## config.mk

```make
export PLATFORM = sky130hd
export DESIGN_NAME = ipm2l_apm_pipeline_credit_buffer_flat
export DESIGN_NICKNAME = d
export VERILOG_FILES = /design/src/rtl/ipm2l_apm_pipeline_credit_buffer_if.sv /design/src/rtl/ipm2l_apm_pipeline_credit_buffer.sv /design/src/flat_wrapper.sv
export SDC_FILE = /design/constraint.sdc
export NUM_CORES = 1
export LEC_CHECK = 0
export BUFFER_PORTS_ARGS = -buffer_cell sky130_fd_sc_hd__buf_2
export CORE_MARGIN = 5
export CORE_UTILIZATION = 60
export CTS_CLUSTER_DIAMETER = 200
export DETAILED_ROUTE_END_ITERATION = 16
export HOLD_SLACK_MARGIN = 0.06
export PLACE_DENSITY = 0.88
export SLEW_MARGIN = 20
export SYNTH_ARGS = -nofsm -noshare
export SYNTH_HDL_FRONTEND = slang
export SYNTH_SLANG_ARGS = --single-unit
```

## constraint.sdc

```tcl
create_clock -name clk -period 6.1 [get_ports clk]
set_input_delay 1.22 -clock clk [delete_from_list [all_inputs] [get_ports clk]]
set_output_delay 1.22 -clock clk [all_outputs]
set_load 0.02 [all_outputs]
```

## src/rtl/ipm2l_apm_pipeline_credit_buffer_if.sv

```systemverilog
// rtl/ipm2l_apm_pipeline_credit_buffer_if.sv - issue, delay-line return and output stream bundle
interface ipm2l_apm_pipeline_credit_buffer_if #(
  parameter int DATA_WIDTH = 16
);
  logic                  in_valid;
  logic                  in_ready;
  logic                  pipe_valid;
  logic [DATA_WIDTH-1:0] pipe_data;
  logic                  out_valid;
  logic [DATA_WIDTH-1:0] out_data;
  logic                  out_ready;

  modport slave (
    input  in_valid,
    output in_ready,
    input  pipe_valid,
    input  pipe_data,
    output out_valid,
    output out_data,
    input  out_ready
  );

  modport master (
    output in_valid,
    input  in_ready,
    output pipe_valid,
    output pipe_data,
    input  out_valid,
    input  out_data,
    output out_ready
  );
endinterface

```

## src/rtl/ipm2l_apm_pipeline_credit_buffer.sv

```systemverilog
// rtl/ipm2l_apm_pipeline_credit_buffer.sv - credit-gated issue plus FWFT catch FIFO behind a stall-less delay line
module ipm2l_apm_pipeline_credit_buffer #(
  parameter int DATA_WIDTH = 16,
  parameter int LATENCY    = 16,
  parameter int FIFO_DEPTH = 32,
  localparam int CW        = $clog2(FIFO_DEPTH + 1)
) (
  input  logic                             clk,
  input  logic                             rst,
  ipm2l_apm_pipeline_credit_buffer_if.slave bus,
  output logic [CW-1:0]                    credit_cnt,
  output logic [CW-1:0]                    fill_cnt,
  output logic                             overflow
);
  localparam int AW = $clog2(FIFO_DEPTH);

  logic [AW:0]           wr_ptr;
  logic [AW:0]           rd_ptr;
  logic [DATA_WIDTH-1:0] mem [FIFO_DEPTH];
  logic                  in_fire;
  logic                  out_fire;
  logic                  full;
  logic                  empty;
  logic                  wr_en;

  // Below LATENCY+1 entries the credit loop, not the source, limits throughput.
  if (FIFO_DEPTH < LATENCY + 1) begin : g_credit_limited
  end

  assign full     = (wr_ptr[AW] != rd_ptr[AW]) && (wr_ptr[AW-1:0] == rd_ptr[AW-1:0]);
  assign empty    = (wr_ptr == rd_ptr);
  assign fill_cnt = CW'(wr_ptr - rd_ptr);

  assign bus.in_ready  = (credit_cnt != '0);
  assign bus.out_valid = !empty;
  assign bus.out_data  = mem[rd_ptr[AW-1:0]];

  assign in_fire  = bus.in_valid && bus.in_ready;
  assign out_fire = bus.out_valid && bus.out_ready;
  // A full FIFO still accepts when the head leaves on the same edge.
  assign wr_en    = bus.pipe_valid && (!full || out_fire);

  always_ff @(posedge clk) begin
    if (rst) begin
      credit_cnt <= CW'(FIFO_DEPTH);
    end else if (in_fire && !out_fire) begin
      credit_cnt <= credit_cnt - 1'b1;
    end else if (out_fire && !in_fire && credit_cnt != CW'(FIFO_DEPTH)) begin
      credit_cnt <= credit_cnt + 1'b1;
    end
  end

  always_ff @(posedge clk) begin
    if (rst) begin
      wr_ptr   <= '0;
      rd_ptr   <= '0;
      overflow <= 1'b0;
    end else begin
      if (wr_en) begin
        wr_ptr <= wr_ptr + 1'b1;
      end
      if (out_fire) begin
        rd_ptr <= rd_ptr + 1'b1;
      end
      if (bus.pipe_valid && !wr_en) begin
        overflow <= 1'b1;
      end
    end
  end

  always_ff @(posedge clk) begin
    if (wr_en) begin
      mem[wr_ptr[AW-1:0]] <= bus.pipe_data;
    end
  end
endmodule
```

## src/flat_wrapper.sv

```systemverilog
// flat-port wrapper written by rule: the top's interface ports become plain ports
module ipm2l_apm_pipeline_credit_buffer_flat 
#(
  parameter int DATA_WIDTH = 16,
  parameter int LATENCY    = 16,
  parameter int FIFO_DEPTH = 32,
  localparam int CW        = $clog2(FIFO_DEPTH + 1)
)
  (clk, rst, credit_cnt, fill_cnt, overflow, bus_in_valid, bus_in_ready, bus_pipe_valid, bus_pipe_data, bus_out_valid, bus_out_data, bus_out_ready);
  ipm2l_apm_pipeline_credit_buffer_if #(.DATA_WIDTH(DATA_WIDTH)) bus_i ();
  input  logic clk;
  input  logic rst;
  output logic [CW-1:0] credit_cnt;
  output logic [CW-1:0] fill_cnt;
  output logic overflow;
  input wire logic [$bits(bus_i.in_valid)-1:0] bus_in_valid;
  output wire logic [$bits(bus_i.in_ready)-1:0] bus_in_ready;
  input wire logic [$bits(bus_i.pipe_valid)-1:0] bus_pipe_valid;
  input wire logic [$bits(bus_i.pipe_data)-1:0] bus_pipe_data;
  output wire logic [$bits(bus_i.out_valid)-1:0] bus_out_valid;
  output wire logic [$bits(bus_i.out_data)-1:0] bus_out_data;
  input wire logic [$bits(bus_i.out_ready)-1:0] bus_out_ready;
  assign bus_i.in_valid = bus_in_valid;
  assign bus_in_ready = bus_i.in_ready;
  assign bus_i.pipe_valid = bus_pipe_valid;
  assign bus_i.pipe_data = bus_pipe_data;
  assign bus_out_valid = bus_i.out_valid;
  assign bus_out_data = bus_i.out_data;
  assign bus_i.out_ready = bus_out_ready;
  ipm2l_apm_pipeline_credit_buffer #(.DATA_WIDTH(DATA_WIDTH), .LATENCY(LATENCY), .FIFO_DEPTH(FIFO_DEPTH)) u_core (.clk(clk), .rst(rst), .bus(bus_i), .credit_cnt(credit_cnt), .fill_cnt(fill_cnt), .overflow(overflow));
endmodule
```

==> reports/results.tsv <==
stage	metric	value	unit
finish	post_route_cells_drive_above_1_share	0.349	
logic_synthesis	syn-cell-area	21000	um^2
die	chip_width	197	um
sta	timing.setup.tns	0	ns
clock_network	cts_htree_levels	2	
worst_setup_path	worst_setup_path_start_kind	flip-flop	
placed_design	port-buffer-count	51	
logic_synthesis	syn-num-nets	972	
routing	drtIter0Drc	1240	
sta	fin_worst_skew	0.0220	ns
routing	drt_first_pass_iters	7	
routing	route.vias.total	10600	
power	cellLeakagePower	7.33	nW
worst_setup_path	critical_path_required	4.88	ns
power	max-vdd-ir-drop	0.000258	V
clock_network	clk_pin_slew_worst_paths	0.06	ns
sta	slew-limit-headroom	0.298	
global_route	maximum_number_of_pins_on_one_net_before_global_route_repair	129	
logic_synthesis	ys_flop_type	sky130_fd_sc_hd__edfxtp_1	
die	std_cell_rows	68	
worst_setup_path	timing_worst_setup_path_type	reg2out	
global_route	antenna_found_initial	3	
sta	finalCritPeriodShare	0.790	
die	die-area	38800	um^2
routing	detail_route.drc_violations	0	
finish	design.final.nets	1063	
clock_network	worst_case_clock_buffer_depth	3	
global_route	track_usage	0.285	
clock_network	tritoncts	yes	
logic_synthesis	post_synth_mux_area_share	0.181	
logic_synthesis	postSynthAreaPerCell	22.4	um^2
routing	final_antenna_net_count	0	
logic_synthesis	synth_edf_count	512	
die	die_y	197	um
clock_network	numCtsBuffers	50	
worst_setup_path	arrival	3.60	ns
job	max_cap_violations	0	
clock_network	cts_root_buf	sky130_fd_sc_hd__clkbuf_16	
sta	finalHoldWorstSlack	0.479	ns
clock_network	cts_post_setup_buffers_inserted	0	
placed_design	pre_cts_slack	1.82	ns
outcome	result_of_the_run	finished clean	
die	core-area	34500	um^2
sta	unrepaired_setup_endpoints_after_global_routing	no	
placed_design	post-dp-hpwl	27500	um
logic_synthesis	post_synth_fa_ha_maj_area_fraction	0.0103	
logic_synthesis	postSynthRegisterBits	536	
logic_synthesis	synth_sequential_area_ratio	0.757	
finish	area_delta_synth_final	12.7	%
placed_design	finalWeightedCongestion	0.839	
logic_synthesis	largest_family_of_logic_cells_by_synthesized_area	multiplexers	
clock_network	postCtsHoldBufs	0	
logic_synthesis	syn-instance-count	935	
die	floorplan.initialDensity	0.607	
worst_setup_path	rrSetupSlack	2.03	ns
routing	wirelength	54200	um
global_route	grt_pass1_wl	78100	um
logic_synthesis	ys.warnings.count	0	
routing	drt-wirelength-per-cell	35.6	um
power	total_power	8.52	mW
sta	setup_viol	0	
logic_synthesis	synth-simple-area-share	0.0225	
routing	vias_per_std_cell	6.98	
worst_setup_path	crit_fanout	41	
logic_synthesis	async_flop_share	0	
clock_network	cts_repair_resizes	0	
clock_network	insertion_delay	0.57	ns
clock_network	clock_sinks	536	
min_path	worst_hold_path_type	reg2reg	
logic_synthesis	synth_compound_area_frac	0.0110	
global_route	overflow	0	
sta	min_period	4.82	ns
logic_synthesis	ys_types	46	
sta	worst_pin_slew	1.05	ns
sta	hold_viol_final	0	
logic_synthesis	synth-xor-area-share	0.00543	
sta	report.final.slew_viol_count	0	
worst_setup_path	timing.critical_path.to_type	output pin	
die	boundaryPins	52	
global_route	first_global_vias	11000	
sta	maxClockFrequency	208	MHz
power	power-per-cell-area	361	nW/um^2
sta	postLayoutSetupSlackWorst	1.28	ns
==> kinds of logic (layout without fill, tap and decap cells) <==
group,Yosys count,after routing
mux,176,176
compound gates,36,36
simple gates,97,97
flops,536,536
xor+xnor,13,13
fa+ha+maj,16,16
other cells,0,2
buf+inv,61,191
==> stage by stage <==
step | std cells | util | instance area, um^2
after CTS | 1520 | 0.683 | 23600
after global placement | 1429 | 0.635 | 21900
after detailed placement | 1429 | 0.635 | 21900
final | 1522 | 0.684 | 23600
after global routing | 1522 | 0.684 | 23600
after floorplan | 935 | - | 21000
==> cells in the final DEF (no fill, tap or decap), drive strengths merged, types with 10 or more instances in the layout <==
| master | synthesis | layout |
|---|---|---|
| ha | 14 | 14 |
| buf | 16 | 82 |
| mux2 | 16 | 16 |
| clkbuf | 27 | 60 |
| nand2 | 10 | 10 |
| inv | 18 | 18 |
| edfxtp | 512 | 512 |
| clkinv | 0 | 22 |
| o21ai | 10 | 10 |
| mux4 | 160 | 160 |
| nor2 | 46 | 46 |
| dfxtp | 24 | 24 |
| a21oi | 13 | 13 |
==> where the power goes <==
group / internal, mW / total [mW] / switching [mW]
clock network: 1.83 / 3.20 / 1.37
logic: 0.559 / 1.16 / 0.604
registers: 4.07 / 4.16 / 0.0846
==> worst max-delay path, stage by stage (launching register included) <==
cell                      delay [ns]
sky130_fd_sc_hd__dfxtp_4        0.93
sky130_fd_sc_hd__buf_4          0.41
sky130_fd_sc_hd__mux4_2         0.58
sky130_fd_sc_hd__mux4_2         0.54
sky130_fd_sc_hd__mux2_2         0.32
sky130_fd_sc_hd__buf_2          0.17
==> final timing paths <==
path | startpoint | endpoint | cells past startpoint
worst max-delay path | flip-flop | bus_out_data[0] | 5
worst min register to register | u_core.overflow | u_core.overflow | 2
worst min-delay path | u_core.overflow | u_core.overflow | 2
worst max register to register | u_core.wr_ptr[0] | u_core.credit_cnt[5] | 12
==> synth_stat cells (8+ instances only) <==
cell type                  count  area, um^2
sky130_fd_sc_hd__edfxtp_1    512       15400
sky130_fd_sc_hd__mux4_2      160        3600
sky130_fd_sc_hd__nor2_1       46         173
sky130_fd_sc_hd__clkbuf_1     27         101
sky130_fd_sc_hd__dfxtp_1      24         480
sky130_fd_sc_hd__inv_1        17        63.8
sky130_fd_sc_hd__mux2_2       16         180
sky130_fd_sc_hd__ha_1         14         175
sky130_fd_sc_hd__a21oi_1      13        65.1
sky130_fd_sc_hd__buf_4        12        90.1
sky130_fd_sc_hd__nand2_1      10        37.5
sky130_fd_sc_hd__o21ai_0      10        50.1
sky130_fd_sc_hd__xnor2_1       9        78.8
sky130_fd_sc_hd__nand3_1       8        40.0
==> sequential cells by signal (all words and copies together) (netlist names), named ones only <==
register,flops
u_core.rd_ptr,6
u_core.wr_ptr,6
u_core.overflow,1
u_core.mem,512
u_core.credit_cnt,6
==> per-layer routing <==
metal  share of wire  routed length [um]  track usage  vias to the layer above
li1                -                   -            -                     4114
met5               0                   0            0                        -
met3           0.093                5030       0.0569                      149
met1            0.34               18500        0.368                     5560
met4           0.050                2730        0.126                        0
met2            0.51               27900        0.478                      806
==> final cells by class <==
| type | instances | area (um^2) |
|---|---|---|
| multi-input combinational | 338 | 4930 |
| clock buffer | 60 | 1310 |
| timing repair buffer | 82 | 526 |
| fill | 2002 | 10900 |
| sequential | 536 | 15900 |
| clock inverter | 31 | 345 |
| tap | 455 | 569 |
| inverter | 18 | 67.6 |
| antenna | 2 | 5.00 |
Note: power is estimated with default switching activity, not from simulation.
